File: src/rtl/riscv_pkg.sv
// Shared encodings for the integer pipeline: writeback result sources and load funct3 codes.
package riscv_pkg;

    localparam logic [1:0] RESULT_SRC_ALU  = 2'b00;
    localparam logic [1:0] RESULT_SRC_LOAD = 2'b01;
    localparam logic [1:0] RESULT_SRC_PC4  = 2'b10;

    localparam logic [2:0] FUNCT3_LB  = 3'b000;
    localparam logic [2:0] FUNCT3_LH  = 3'b001;
    localparam logic [2:0] FUNCT3_LW  = 3'b010;
    localparam logic [2:0] FUNCT3_LBU = 3'b100;
    localparam logic [2:0] FUNCT3_LHU = 3'b101;

endpackage

File: src/rtl/load_extend.sv
// Picks the addressed byte/half/word out of an aligned memory word, extends it,
// and flags accesses that straddle their natural alignment.
module load_extend
    import riscv_pkg::*;
#(
    parameter int XLEN = 32
) (
    input  logic [2:0]      funct3,
    input  logic [1:0]      off,
    input  logic [XLEN-1:0] read_data,
    output logic [XLEN-1:0] data,
    output logic            misalign
);

    logic [7:0]  byte_lane;
    logic [15:0] half_lane;

    assign byte_lane = read_data[{off, 3'b000} +: 8];
    assign half_lane = off[1] ? read_data[31:16] : read_data[15:0];

    // Unknown funct3 codes behave as a full-word load.
    always_comb begin
        data     = read_data;
        misalign = (off != 2'b00);
        case (funct3)
            FUNCT3_LB: begin
                data     = {{(XLEN-8){byte_lane[7]}}, byte_lane};
                misalign = 1'b0;
            end
            FUNCT3_LBU: begin
                data     = {{(XLEN-8){1'b0}}, byte_lane};
                misalign = 1'b0;
            end
            FUNCT3_LH: begin
                data     = {{(XLEN-16){half_lane[15]}}, half_lane};
                misalign = off[0];
            end
            FUNCT3_LHU: begin
                data     = {{(XLEN-16){1'b0}}, half_lane};
                misalign = off[0];
            end
            default: begin
                data     = read_data;
                misalign = (off != 2'b00);
            end
        endcase
    end

endmodule

File: src/rtl/writeback_stage.sv
// MEM/WB pipeline register, writeback result mux and retired-instruction counter
// feeding the register-file write port.
module writeback_stage
    import riscv_pkg::*;
#(
    parameter int XLEN  = 32,
    parameter int CNT_W = 64
) (
    input  logic             CLK,
    input  logic             RST,
    input  logic             STALL,
    input  logic             FLUSH,
    input  logic             M_VALID,
    output logic             M_READY,
    input  logic             M_REG_WRITE,
    input  logic [4:0]       M_RD,
    input  logic [1:0]       M_RESULT_SRC,
    input  logic [2:0]       M_FUNCT3,
    input  logic [XLEN-1:0]  M_ALU_RESULT,
    input  logic [XLEN-1:0]  M_READ_DATA,
    input  logic [XLEN-1:0]  M_PC_PLUS4,
    output logic             WE3,
    output logic [4:0]       A3,
    output logic [XLEN-1:0]  WD3,
    output logic             W_FWD_VALID,
    output logic             MISALIGN,
    output logic [CNT_W-1:0] INSTRET
);

    logic            valid;
    logic            reg_write;
    logic [4:0]      rd;
    logic [1:0]      result_src;
    logic [2:0]      funct3;
    logic [XLEN-1:0] alu_result;
    logic [XLEN-1:0] read_data;
    logic [XLEN-1:0] pc_plus4;
    logic [CNT_W-1:0] instret;

    logic [XLEN-1:0] load_data;
    logic            load_misalign;
    logic            misalign;

    assign M_READY = ~STALL | FLUSH;

    // The counter looks at the entry leaving WB, so a flush still retires the current
    // valid entry unless it is also being stalled in place.
    always_ff @(posedge CLK) begin
        if (RST) begin
            valid      <= 1'b0;
            reg_write  <= 1'b0;
            rd         <= '0;
            result_src <= '0;
            funct3     <= '0;
            alu_result <= '0;
            read_data  <= '0;
            pc_plus4   <= '0;
            instret    <= '0;
        end else begin
            if (valid && !STALL)
                instret <= instret + 1'b1;
            if (FLUSH) begin
                valid <= 1'b0;
            end else if (!STALL) begin
                valid      <= M_VALID;
                reg_write  <= M_REG_WRITE;
                rd         <= M_RD;
                result_src <= M_RESULT_SRC;
                funct3     <= M_FUNCT3;
                alu_result <= M_ALU_RESULT;
                read_data  <= M_READ_DATA;
                pc_plus4   <= M_PC_PLUS4;
            end
        end
    end

    load_extend #(.XLEN(XLEN)) u_load_extend (
        .funct3    (funct3),
        .off       (alu_result[1:0]),
        .read_data (read_data),
        .data      (load_data),
        .misalign  (load_misalign)
    );

    // Derived purely from captured fields, so it changes only when a new entry is loaded.
    assign misalign = load_misalign & (result_src == RESULT_SRC_LOAD);

    always_comb begin
        WD3 = alu_result;
        case (result_src)
            RESULT_SRC_LOAD: WD3 = load_data;
            RESULT_SRC_PC4:  WD3 = pc_plus4;
            default:         WD3 = alu_result;
        endcase
    end

    assign WE3         = valid & reg_write & (rd != 5'd0) & ~misalign;
    assign A3          = rd;
    assign W_FWD_VALID = WE3;
    assign MISALIGN    = misalign;
    assign INSTRET     = instret;

endmodule
File: config.mk
export PLATFORM = sky130hd
export DESIGN_NAME = writeback_stage
export DESIGN_NICKNAME = d
export VERILOG_FILES = /design/src/rtl/riscv_pkg.sv /design/src/rtl/load_extend.sv /design/src/rtl/writeback_stage.sv
export SDC_FILE = /design/constraint.sdc
export NUM_CORES = 1
export LEC_CHECK = 0
export BUFFER_PORTS_ARGS = -buffer_cell sky130_fd_sc_hd__buf_2
export CAP_MARGIN = 30
export CORE_AREA = 4 4 166 168
export CTS_CLUSTER_DIAMETER = 60
export DETAILED_ROUTE_END_ITERATION = 8
export DIE_AREA = 0 0 170 172
export GPL_TIMING_DRIVEN = 0
export HOLD_SLACK_MARGIN = 0.15
export PLACE_DENSITY = 0.53
export SLEW_MARGIN = 20
export SYNTH_ARGS = -nofsm -noshare
export SYNTH_HDL_FRONTEND = slang
export SYNTH_SLANG_ARGS = --single-unit
File: constraint.sdc
create_clock -name CLK -period 5.2 [get_ports CLK]
set_clock_uncertainty 0.05 [all_clocks]
set_input_delay 0.26 -clock CLK [delete_from_list [all_inputs] [get_ports CLK]]
set_output_delay 0.26 -clock CLK [all_outputs]
set_load 0.01 [all_outputs]
# --- After elaboration in Yosys (flattened, before gate mapping) ---
# Index checks and enable logic that the tools add are counted.
op_classes:
  addsub: 1
  n_eq_ne: 5
  shift: 1
  muxes: 4
  bitwise_logic: 8
  reduce_logical: 9
ops:
  columns: ["cell", "count"]
  rows:
  - ["32-bit case mux with 4 select lines", 1]
  - ["64-bit by 1-bit adder with 64-bit output, second input constant", 1]
  - ["32-bit case mux with 2 select lines", 1]
  - ["32-bit by 6-bit variable part select with 8-bit output", 1]
  - ["16-bit two-way mux", 1]
  - ["3-bit equality test, second input constant", 2]
  - ["2-bit OR reduction", 3]
  - ["5-bit nonzero test", 1]
  - ["1-bit bitwise AND", 4]
  - ["3-bit by 1-bit equality test with 1-bit output, second input constant", 1]
  - ["3-bit logical NOT", 1]
  - ["1-bit inverter", 3]
  - ["2-bit by 1-bit equality test with 1-bit output, second input constant", 1]
  - ["2-bit equality test, second input constant", 1]
  - ["1-bit case mux with 2 select lines", 1]
  - ["2-bit AND reduction", 1]
  - ["2-bit nonzero test", 1]
  - ["1-bit logical AND", 1]
  - ["1-bit logical NOT", 1]
  - ["1-bit bitwise OR", 1]
word_totals:
  ff_bits: 172
  in_bits: 112

# --- Logic depth before layout (Yosys ltp) ---
# Gate-level depths: netlist (run 1).
depth:
  depth_word: 6
  ltp_mapped: 8
  mapped_depth_nobuf: 5

# --- Modules after synthesis ---
# Synthesis (run 1) repeated with hierarchy kept, for this count alone.
hier_totals:
  hier_cells: 1066
  area_unflattened_um2: 8040.2
modules_own_cells:
  columns: ["module", "n_inst", "cells_per_inst", "area_per_inst_um2", "seq_area_each_um2"]
  rows:
  - ["writeback_stage", 1, 946, 7314.5, 3443.3]
  - ["load_extend", 1, 120, 725.7, 0.0]

# --- Worst setup path before layout (run 1) ---
# OpenSTA, ideal clock, no wires.
synth_path:
  kind: "register to register"
  startpoint: "register instret[14], in the netlist INSTRET[14]"
  endpoint: "register instret[63], in the netlist INSTRET[63]"
  arrival_ns: 2.327
  path_slack_ns: 2.702
  path_stages_with_launch: 8
  n_path_buf: 2
  period_less_slack_ns: 2.498
  cell_sequence: "dfxtp_1 nand4_2 or4_1 buf_2 or3_1 buf_2 nor4_1 mux2_2"
synth_via:
  elab_chain_cells: 1
synth_rtl:
  columns: ["item", "line", "rtl"]
  rows:
  - ["start, declared", "writeback_stage.sv:38", "logic [CNT_W-1:0] instret;"]
  - ["start signal, assigned", "writeback_stage.sv:61", "instret <= instret + 1'b1;"]
  - ["64-bit by 1-bit adder with 64-bit output", "writeback_stage.sv:61", null]
# No other way between the ends.
# A chain may end at the register's enable or synchronous reset.

# --- Worst setup path after layout (run 1) ---
layout_path:
  startpoint: "register result_src[1]"
  endpoint: "output WD3[24]"
layout_via:
  elab_chain_cells: 2
layout_rtl:
  columns: ["item", "line", "rtl"]
  rows:
  - ["start, declared", "writeback_stage.sv:33", "logic [1:0] result_src;"]
  - ["start signal, assigned", "writeback_stage.sv:53", "result_src <= '0;"]
  - ["start signal, assigned", "writeback_stage.sv:68", "result_src <= M_RESULT_SRC;"]
  - ["2-bit equality test / 2-bit by 1-bit equality test with 1-bit output (equally long branches)", "writeback_stage.sv:90", "case (result_src)"]
  - ["32-bit case mux with 2 select lines *", "writeback_stage.sv:90", null]
  - ["end, declared", "writeback_stage.sv:24", "output logic [XLEN-1:0] WD3,"]
# Every way passes the cells marked *; elsewhere a longest branch is shown, timed or not.

==> metrics.log, run 1 <==
[metrics] pre-CTS WS: 2.43 ns
[metrics] gp weighted congestion: 0.925
[metrics] RSZ-0062 raised after global routing: false
[metrics] Syn Std Cell Area: 7750 µm²
[metrics] H-Tree Depth: 4
[metrics] effective utilization at floorplan: 29.9%
[metrics] worst-skew pair later-pin latency: 0.43 ns
[metrics] data required time at the worst endpoint: 4.89 ns
[metrics] Post-Syn Nets: approximately 1.1k
[metrics] detailed-placement wirelength estimate: 21.8 mm
[metrics] fraction of layout instances using a drive strength above 1: 19.6%
[metrics] result of the run: finished, final reports clean
[metrics] Fin Setup TNS: 0 ns
[metrics] mean area per synthesized cell: 7.54 µm²
[metrics] Syn. warnings: 0
[metrics] die outline height: 172 µm
[metrics] average vias per placed instance: 4.84
[metrics] CORE AREA: 25900 µm²
[metrics] area delta synth->final: 41.0%
[metrics] Net Sw Frac: around a quarter
[metrics] pin count of the biggest net entering global routing: 17
[metrics] Worst path most repeated cell: clkbuf_1
[metrics] cell taking the most area after synthesis: dfxtp_1
[metrics] root buffer selected by CTS: clkbuf_16
[metrics] slew of the pin with the lowest slew margin: 0.831 ns
[metrics] dominant cell by count in the synthesized netlist: nand2_1
[metrics] Max Fanout on Critical Path: 10
[metrics] count of pins on the block boundary: 217
[metrics] Post-Layout Inst Area: 10900 µm²
[metrics] number of hold buffers added after CTS: 110
[metrics] clock buffers created by TritonCTS: 17
[metrics] Slowest cell on crit path: nor2b_1
[metrics] drc violations: 0
[metrics] aggregate global-route resource usage: 19.5%
[metrics] number of cells produced by synthesis: between 1k and 1.5k
[metrics] internal power consumption: 2.19 mW
[metrics] type of the most critical hold path: input pin to flip-flop
[metrics] post-route setup slack: 1.93 ns
[metrics] max-slew headroom at the worst pin: between 40% and 50%
[metrics] global-route wire length before repair: between 40 and 50 mm
[metrics] time the final worst path needs with I/O delays and setup: 3.27 ns
[metrics] Clk pwr share: between 40 and 50%
[metrics] peak per-stage delay on the critical path: 0.48 ns
[metrics] number of buffers inserted by post-CTS setup repair: 0
[metrics] VDD IR-drop max: 0.147 mV
[metrics] Layout Cells excl Fill: 1723
[metrics] flip-flop and latch area: approximately 3400 µm²
[metrics] clock transition time at the flip-flop clock pins of the worst setup and hold paths: 0.07 ns
[metrics] part of the Yosys area used for sequential elements: around 44%
[metrics] Total Nets Final: 1488
[metrics] count of unique library cells instantiated by Yosys: 39
[metrics] relative contribution of combinational cells to total power: 11.2%
[metrics] share of Yosys cell area claimed by the top area cell type: between 40 and 50%
[metrics] leading register cell type out of synthesis: dfxtp_1
[metrics] startpoint-to-endpoint class of the critical path: flip-flop to output pin
[metrics] total number of vias: around 8.3k
[metrics] total detailed-routing wirelength: 29.4 mm
[metrics] final design utilization: 42.2%
[metrics] startpoint class of the critical path: flip-flop
[metrics] count of state elements after synthesis: 172
[metrics] Slew Viols, Final: 0
[metrics] Longest Clk Path Bufs: 2
[metrics] power per unit of standard cell area: around 270 nW/µm²
[metrics] fraction of power consumed by sequential logic: between 40% and 50%
[metrics] multi-input gate area in the final layout: 3980 µm²
[metrics] Die Area: approximately 30000 µm²
[metrics] final worst path period share: 62.9%
[metrics] Placed Instance Area: 9260 µm²
[metrics] dominant cells by area after synthesis: dfxtp_1 44%, nand2_1 14%, a21oi_1 9.6%
[metrics] endpoint arrival time on the critical path: slightly below 3 ns
[metrics] overall overflow remaining after global route: 0
[metrics] post_cts resized: 0
[metrics] Rows: 59
[metrics] clock tree from TritonCTS: done
[metrics] number of fillers in the final layout: 2664
[metrics] clock sink count: 172
[metrics] initial DRC count: 531
[metrics] static leakage: 4.22 nW
[metrics] critical path, cell by cell: inv_1, ha_1, clkbuf_1, nor2b_1, o21ai_1, clkbuf_1, o221ai_1, buf_2
[metrics] max-capacitance violation count: 0
[metrics] synth cell count leaders: 292 x nand2_1, 172 x dfxtp_1, 149 x a21oi_1, 65 x nor2_1, 60 x clkbuf_1
[metrics] net switching component of the power: 0.784 mW
[metrics] number of global-route vias before repair: 8057
[metrics] maximum operating frequency: 306 MHz
[metrics] number of synthesized flops with an enable pin: 0
[metrics] kind of end point of the critical path: output pin
[metrics] number of cells after detailed placement: 1579
[metrics] detailed-routing iteration count for the pre-antenna-repair pass: 5
[metrics] number of antenna violations at the first check in global routing: 4
[metrics] DR WL/cell: 17.0 µm
[metrics] ys async rst share: 0%
[metrics] count of buffers from port buffering: 216
[metrics] post-route ant nets: 0
[metrics] number of setup violations in the final report: 0
[metrics] final hold violation count: 0
[metrics] die outline width: 170 µm
cells by family after synthesis:
logic type               count (synthesis)  synth area share, %
AO/OA/AOI/OAI                          234                 17.0
XOR/XNOR                                31                 3.50
adder cells (fa/ha/maj)                  3                0.484
buffers and inverters                   86                 4.28
flip-flops                             172                 44.4
multiplexers                            20                 2.84
AND/OR/NAND/NOR                        482                 27.5
flip-flops by register name, indices dropped and copies added, names as in the netlist:
name / cells
A3: 5
reg_write: 1
INSTRET: 64
read_data: 32
valid: 1
alu_result: 32
result_src: 2
pc_plus4: 32
funct3: 3
final cells by class:
cell class	instances	area share, %
well taps	335	3.84
multi-input cells	770	36.4
diodes	3	0.0687
inverters	15	0.515
clock inverters	11	1.03
plain buffers	71	2.52
repair buffers	326	20.0
clock buffers	20	4.09
flip-flops and latches	172	31.5
power groups by stage:
stage / logic (mW) / registers (mW) / clock network (mW)
after floorplan: 0.147 / 1.40 / 0
after global placement: 0.267 / 1.42 / 0
after detailed placement: 0.268 / 1.42 / 0
after CTS: 0.334 / 1.39 / 1.27
after global routing: 0.368 / 1.39 / 1.33
final: 0.333 / 1.39 / 1.25
layer usage:
layer	wire, µm	global-route usage, %	share of wire (%)	vias up
met3	2060	5.10	7.0	29
met1	13300	25.3	45	3818
met2	13500	32.5	46	271
li1	-	-	-	4215
met5	13	0	0.044	-
met4	467	5.28	1.6	2
critical path, delay by kind of cell, from the launching register on:
kind	cells	cell delay [ns]
adder cells (fa/ha/maj)	1	0.14
AO/OA/AOI/OAI	2	0.62
flip-flops	1	0.35
AND/OR/NAND/NOR	1	0.48
buffers and inverters	4	0.93
layout by cell type, fill, tap and decap left out, types with 5 or more instances in the layout:
master and n:
o31ai_1 7, and3_1 5, mux2_2 16, nand2_1 292, o221ai_1 30, nor3_1 11, xor2_1 7, buf_2 220
nand3_1 18, nor4_1 10, a21oi_1 149, xnor2_1 24, or4_1 11, dlygate4sd3_1 110, nor2_1 65, and4_1 6
inv_1 14, o21ai_0 42, or3_1 28, nand4_1 16, buf_1 6, clkbuf_1 62, dfxtp_1 172, clkbuf_16 17
metrics by stage:
| stage | hold WS [ns] | power, mW |
|---|---|---|
| final | 0.288 | 2.97 |
| after global routing | 0.308 | 3.09 |
| after CTS | 0.279 | 2.99 |
| after detailed placement | 0.397 | 1.68 |
| after global placement | 0.391 | 1.68 |
| after floorplan | 0.289 | 1.55 |
path summary, 6_finish.rpt:
path / to / slack (ns) / start / cells past startpoint
worst min register to register: alu_result[3] / 0.41 / alu_result[3] / 2
worst max register to register: INSTRET[48] / 2.37 / INSTRET[13] / 8
worst max-delay path: WD3[24] / 1.93 / result_src[1] / 8
worst min-delay path: INSTRET[0] / 0.29 / STALL / 4
Note: power is estimated with default switching activity, not from simulation.
==> run 2, diff against run 1 <==
--- a/config.mk
+++ b/config.mk
@@ -13,7 +13,7 @@
 export DIE_AREA = 0 0 170 172
 export GPL_TIMING_DRIVEN = 0
 export HOLD_SLACK_MARGIN = 0.15
-export PLACE_DENSITY = 0.53
+export PLACE_DENSITY = 0.55
 export SLEW_MARGIN = 20
 export SYNTH_ARGS = -nofsm -noshare
 export SYNTH_HDL_FRONTEND = slang
==> constraint.sdc (replaced) <==
create_clock -name CLK -period 3 [get_ports CLK]
set_clock_uncertainty 0.05 [all_clocks]
set_input_delay 0.15 -clock CLK [delete_from_list [all_inputs] [get_ports CLK]]
set_output_delay 0.15 -clock CLK [all_outputs]
set_load 0.01 [all_outputs]
==> run 2 against run 1 <==
Compared with the run above:
- combinational power up 74%
- highest routed layer unchanged
- non-clock buffer count is the same
- sequential share of layout area is 0.17 points lower
- critical path type unchanged
- clock power grew 82%
==> metrics.log, run 2 (synthesis gave the netlist of run 1 again) <==
[metrics] result of the run: finished, final reports clean
[metrics] critical path, cell by cell: clkbuf_1, clkbuf_1, mux2_2, o221ai_1, o21ai_0, mux2_2, buf_2
[metrics] final hold violation count: 0
[metrics] count of buffers from port buffering: 216
[metrics] gp weighted congestion: 0.935
[metrics] total detailed-routing wirelength: 28.9 mm
[metrics] detailed-placement wirelength estimate: 21.7 mm
[metrics] overall overflow remaining after global route: 0
[metrics] max-capacitance violation count: 0
[metrics] origin of the worst min-delay path: STALL
[metrics] relative contribution of combinational cells to total power: a little over a tenth
[metrics] time the final worst path needs with I/O delays and setup: around 2.9 ns
[metrics] drc violations: 0
[metrics] count of pins on the block boundary: 217
[metrics] type of the most critical hold path: input pin to flip-flop
[metrics] worst-skew pair later-pin latency: 0.44 ns
[metrics] static leakage: 4.26 nW
[metrics] post-route setup slack: 0.140 ns
[metrics] commonest non-fill, non-tap cell in the layout: nand2_1
[metrics] post-route ant nets: 0
[metrics] Net Sw Frac: 27.6%
[metrics] clock transition time at the flip-flop clock pins of the worst setup and hold paths: 0.07 ns
[metrics] global-route wire length before repair: 44.4 mm
[metrics] average vias per placed instance: 4.85
[metrics] fraction of power consumed by sequential logic: 45.7%
[metrics] peak per-stage delay on the critical path: around 0.42 ns
[metrics] startpoint-to-endpoint class of the critical path: flip-flop to output pin
[metrics] DR WL/cell: 16.8 µm
[metrics] H-Tree Depth: 4
[metrics] endpoint arrival time on the critical path: 2.66 ns
[metrics] number of antenna violations at the first check in global routing: 2
[metrics] net switching component of the power: 1.45 mW
[metrics] number of inserted diodes: 0
[metrics] Max Fanout on Critical Path: 10
[metrics] number of global-route vias before repair: 8175
[metrics] kind of end point of the critical path: output pin
[metrics] number of buffers inserted by post-CTS setup repair: 0
[metrics] Total Nets Final: 1488
[metrics] count of buffer and inverter cells on the critical path: 3
[metrics] Top delay family on crit path: buffers and inverters
[metrics] internal power consumption: 3.81 mW
[metrics] CORE AREA: around 26000 µm²
[metrics] RSZ-0062 raised after global routing: false
[metrics] Layout Cells excl Fill: 1721
[metrics] number of setup violations in the final report: 0
[metrics] Post-Layout Inst Area: about 11000 µm²
[metrics] overall power: 5.26 mW
[metrics] clock tree from TritonCTS: done
[metrics] clock sink count: 172
[metrics] VDD IR-drop max: 0.288 mV
[metrics] effective utilization at floorplan: 29.9%
[metrics] max-slew headroom at the worst pin: 44.6%
[metrics] Longest Clk Path Bufs: 2
[metrics] leading cell types in the layout, fill and taps excluded: 292 x nand2_1, 220 x buf_2, 172 x dfxtp_1
[metrics] startpoint class of the critical path: flip-flop
[metrics] pre-CTS WS: between 0.2 and 0.25 ns
[metrics] Slew Viols, Final: 0
[metrics] area delta synth->final: 41.7%
[metrics] pin count of the biggest net entering global routing: 19
[metrics] slew of the pin with the lowest slew margin: roughly 0.83 ns
[metrics] Slowest cell on crit path: clkbuf_1
[metrics] root buffer selected by CTS: clkbuf_16
[metrics] power per unit of standard cell area: 479 nW/µm²
[metrics] die outline height: 172 µm
[metrics] detailed-routing iteration count for the pre-antenna-repair pass: 5
[metrics] Fin Setup TNS: 0 ns
[metrics] Die Area: about 29000 µm²
[metrics] die outline width: 170 µm
[metrics] clock buffers created by TritonCTS: 17
[metrics] final worst path period share: 95.3%
[metrics] total number of vias: approximately 8.3k
[metrics] number of fillers in the final layout: between 2k and 3k
[metrics] flip-flop and latch area: 3440 µm²
[metrics] Clk pwr share: 43.3%
[metrics] Placed Instance Area: 9260 µm²
[metrics] maximum operating frequency: approximately 350 MHz
[metrics] aggregate global-route resource usage: ~19%
[metrics] data required time at the worst endpoint: 2.80 ns
[metrics] number of cells after detailed placement: between 1.5k and 2k
[metrics] Rows: 59
[metrics] crit path from: alu_result[1]
[metrics] fraction of layout instances using a drive strength above 1: 20.3%
[metrics] flip-flop count of the largest register, all copies and words added: 64
[metrics] FF-to-FF Start: INSTRET[9]
[metrics] multi-input gate area in the final layout: 4000 µm²
[metrics] initial DRC count: 534
[run 2: cell count changes in the layout (fill, tap and decap cells not counted), sizes merged]
cell	before	now
clkinv	5	7
inv	17	21
diode	3	0
clkbuf	80	78
buf	227	226
clkinvlp	3	1
[run 2: cell type report]
cell class | instances | share of cell area (%)
clock inverter | 15 | 1.59
multi-input combinational | 770 | 36.4
timing repair buffer | 326 | 19.9
sequential | 172 | 31.4
tap | 335 | 3.82
inverter | 15 | 0.513
buffer | 71 | 2.54
clock buffer | 17 | 3.87
[run 2: worst paths after layout]
kind / endpoint / slack, ns / cells past startpoint
setup / recovery: WD3[5] / 0.14 / 7
hold / removal: INSTRET[0] / 0.21 / 4
setup reg to reg: INSTRET[63] / 0.25 / 7
hold reg to reg: alu_result[5] / 0.41 / 2
[run 2: routing by layer]
layer	part of all wire (%)	vias up	routed length, µm	track usage [%]
met5	0.090	-	26	0
met4	2.6	4	754	6.39
met3	5.9	45	1720	4.12
met2	47	254	13500	32.6
met1	45	3824	12900	24.9
li1	-	4220	-	-
[run 2: stage by stage]
stage                     utilization [%]  hold WS [ns]
after global routing                 42.4         0.214
after floorplan                         -         0.179
final                                42.4         0.206
after CTS                            42.3         0.187
after global placement               35.7         0.342
after detailed placement             35.7         0.349
[run 2: power groups by stage]
stage	sequential, mW	clock [mW]	combinational [mW]
floorplan	2.43	0	0.254
global placement	2.45	0	0.461
detailed placement	2.45	0	0.463
CTS	2.40	2.32	0.577
global route	2.41	2.41	0.639
finish	2.40	2.28	0.579
[run 2: worst min-delay path: stages]
cell and delay [ns]:
buf_2 0.17, nor2b_1 0.12, xnor2_1 0.16, nor2_1 0.04
[run 2: repair_timing]
item,4_1_cts,5_1_grt
endpoints found under the setup margin,10,21
hold endpoints to repair,109,0
resized for setup,2,8
hold buffers,110,0
cloned,0,0
==> run 3, diff against run 2 <==
--- a/config.mk
+++ b/config.mk
@@ -8,12 +8,13 @@
 export BUFFER_PORTS_ARGS = -buffer_cell sky130_fd_sc_hd__buf_2
 export CAP_MARGIN = 30
 export CORE_AREA = 4 4 166 168
-export CTS_CLUSTER_DIAMETER = 60
+export CTS_CLUSTER_DIAMETER = 150
 export DETAILED_ROUTE_END_ITERATION = 8
 export DIE_AREA = 0 0 170 172
 export GPL_TIMING_DRIVEN = 0
 export HOLD_SLACK_MARGIN = 0.15
 export PLACE_DENSITY = 0.55
+export RECOVER_POWER = 25
 export SLEW_MARGIN = 20
 export SYNTH_ARGS = -nofsm -noshare
 export SYNTH_HDL_FRONTEND = slang
==> run 3 against run 2 <==
Compared with the run above:
- combinational power about the same
- utilization decreased by 0.33 points
- largest cell class unchanged
- critical path depth did not move
==> metrics.log, run 3 (synthesis gave the netlist of run 1 again) <==
[metrics] count of buffers from port buffering: 216
[metrics] startpoint class of the critical path: flip-flop
[metrics] static leakage: roughly 4 nW
[metrics] RSZ-0062 raised after global routing: false
[metrics] max-capacitance violation count: 0
[metrics] gp weighted congestion: 0.935
[metrics] post-route ant nets: 0
[metrics] startpoint-to-endpoint class of the critical path: flip-flop to output pin
[metrics] pin count of the biggest net entering global routing: 19
[metrics] count of pins on the block boundary: 217
[metrics] root buffer selected by CTS: clkbuf_16
[metrics] effective utilization at floorplan: 29.9%
[metrics] aggregate global-route resource usage: 19.4%
[metrics] drc violations: 0
[metrics] total detailed-routing wirelength: between 20 and 30 mm
[metrics] Total Nets Final: 1488
[metrics] die outline width: 170 µm
[metrics] clock buffers created by TritonCTS: 17
[metrics] CORE AREA: between 20000 and 30000 µm²
[metrics] total number of vias: 8417
[metrics] Placed Instance Area: 9260 µm²
[metrics] flip-flop and latch area: 3440 µm²
[metrics] global-route wire length before repair: 44.4 mm
[metrics] initial DRC count: 518
[metrics] result of the run: finished, final reports clean
[metrics] type of the most critical hold path: input pin to flip-flop
[metrics] final hold violation count: 0
[metrics] maximum operating frequency: 352 MHz
[metrics] Die Area: 29200 µm²
[metrics] clock sink count: about 170
[metrics] Post-Layout Inst Area: 10900 µm²
[metrics] DR WL/cell: 16.8 µm
[metrics] number of global-route vias before repair: 8175
[metrics] fraction of layout instances using a drive strength above 1: 15.3%
[metrics] detailed-placement wirelength estimate: 21.7 mm
[metrics] leading cell types in the layout, fill and taps excluded: 292 x nand2_1, 172 x dfxtp_1, 151 x buf_2
[metrics] worst-skew pair later-pin latency: between 0.4 and 0.5 ns
[metrics] clock transition time at the flip-flop clock pins of the worst setup and hold paths: 0.07 ns
[metrics] H-Tree Depth: 4
[metrics] detailed-routing iteration count for the pre-antenna-repair pass: 5
[metrics] endpoint arrival time on the critical path: 2.64 ns
[metrics] flip-flop count of the largest register, all copies and words added: 64
[metrics] time the final worst path needs with I/O delays and setup: 2.84 ns
[metrics] final worst path period share: a little over nine tenths
[metrics] max-slew headroom at the worst pin: a little over two fifths
[metrics] Rows: a little under 60
[metrics] overall overflow remaining after global route: 0
[metrics] die outline height: 172 µm
[metrics] number of inserted diodes: 0
[metrics] number of antenna violations at the first check in global routing: 2
[metrics] average vias per placed instance: ~5
[metrics] multi-input gate area in the final layout: 4000 µm²
[metrics] VDD IR-drop max: about 0.30 mV
[metrics] kind of end point of the critical path: output pin
[metrics] number of buffers inserted by post-CTS setup repair: 0
[metrics] area delta synth->final: 40.6%
[metrics] Fin Setup TNS: 0 ns
[metrics] Slew Viols, Final: 0
[metrics] commonest non-fill, non-tap cell in the layout: nand2_1
[metrics] power per unit of standard cell area: a little under 500 nW/µm²
[metrics] number of fillers in the final layout: between 2k and 3k
[metrics] number of setup violations in the final report: 0
[metrics] data required time at the worst endpoint: 2.80 ns
[metrics] Longest Clk Path Bufs: 2
[metrics] clock tree from TritonCTS: done
[metrics] slew of the pin with the lowest slew margin: roughly 0.87 ns
[metrics] Max Fanout on Critical Path: 10
==> run 3: critical path: stages (launching register included) <==
cell and delay, ns:
dfxtp_1 0.31, clkbuf_1 0.26, clkbuf_1 0.41, mux2_2 0.40
o221ai_1 0.24, o21ai_0 0.16, mux2_2 0.29, buf_2 0.14
==> run 3: what timing repair did <==
action,4_1_cts,5_1_grt
setup endpoints to repair,10,21
hold buffers,110,0
gates resized for setup,2,8
endpoints found under the hold margin,109,0
==> run 3: metal layers <==
metal / share of wire, % / wire length [µm] / global-route usage (%)
met1: 44 / 12700 / 24.9
met2: 47 / 13500 / 32.6
met3: 6.6 / 1900 / 4.12
met4: 2.6 / 752 / 6.39
met5: 0.090 / 26 / 0
==> run 3: per-stage QoR <==
stage	std cells	setup WS, ns	hold WS (ns)	util [%]	power, mW
2_1_floorplan	1028	0.502	0.179	-	2.69
3_3_place_gp	1579	0.203	0.342	35.7	2.91
3_5_place_dp	1579	0.238	0.349	35.7	2.92
4_1_cts	1721	0.0440	0.187	42.3	5.30
5_1_grt	1721	0.0126	0.214	42.1	5.46
6_report	1721	0.158	0.207	42.1	5.25
==> run 3: report_power, final <==
group	switching [mW]	internal, mW	total [mW]
logic	0.314	0.264	0.578
registers	0.0548	2.35	2.40
clock network	1.08	1.19	2.27
==> run 3: path summary, 6_finish.rpt <==
| path | from | endpoint | slack, ns | depth (start not counted) |
|---|---|---|---|---|
| worst max-delay path | alu_result[1] | WD3[5] | 0.16 | 7 |
| worst min-delay path | STALL | INSTRET[0] | 0.21 | 4 |
| worst max register to register | INSTRET[9] | INSTRET[63] | 0.28 | 7 |
| worst min register to register | alu_result[5] | alu_result[5] | 0.41 | 2 |
==> run 3: layout make-up <==
| type | instances | share of cell area (%) |
|---|---|---|
| timing repair buffer | 326 | 19.2 |
| tap | 335 | 3.85 |
| buffer | 71 | 2.56 |
| sequential | 172 | 31.6 |
| inverter | 15 | 0.517 |
| clock buffer | 17 | 3.90 |
| multi-input combinational | 770 | 36.7 |
| clock inverter | 15 | 1.61 |
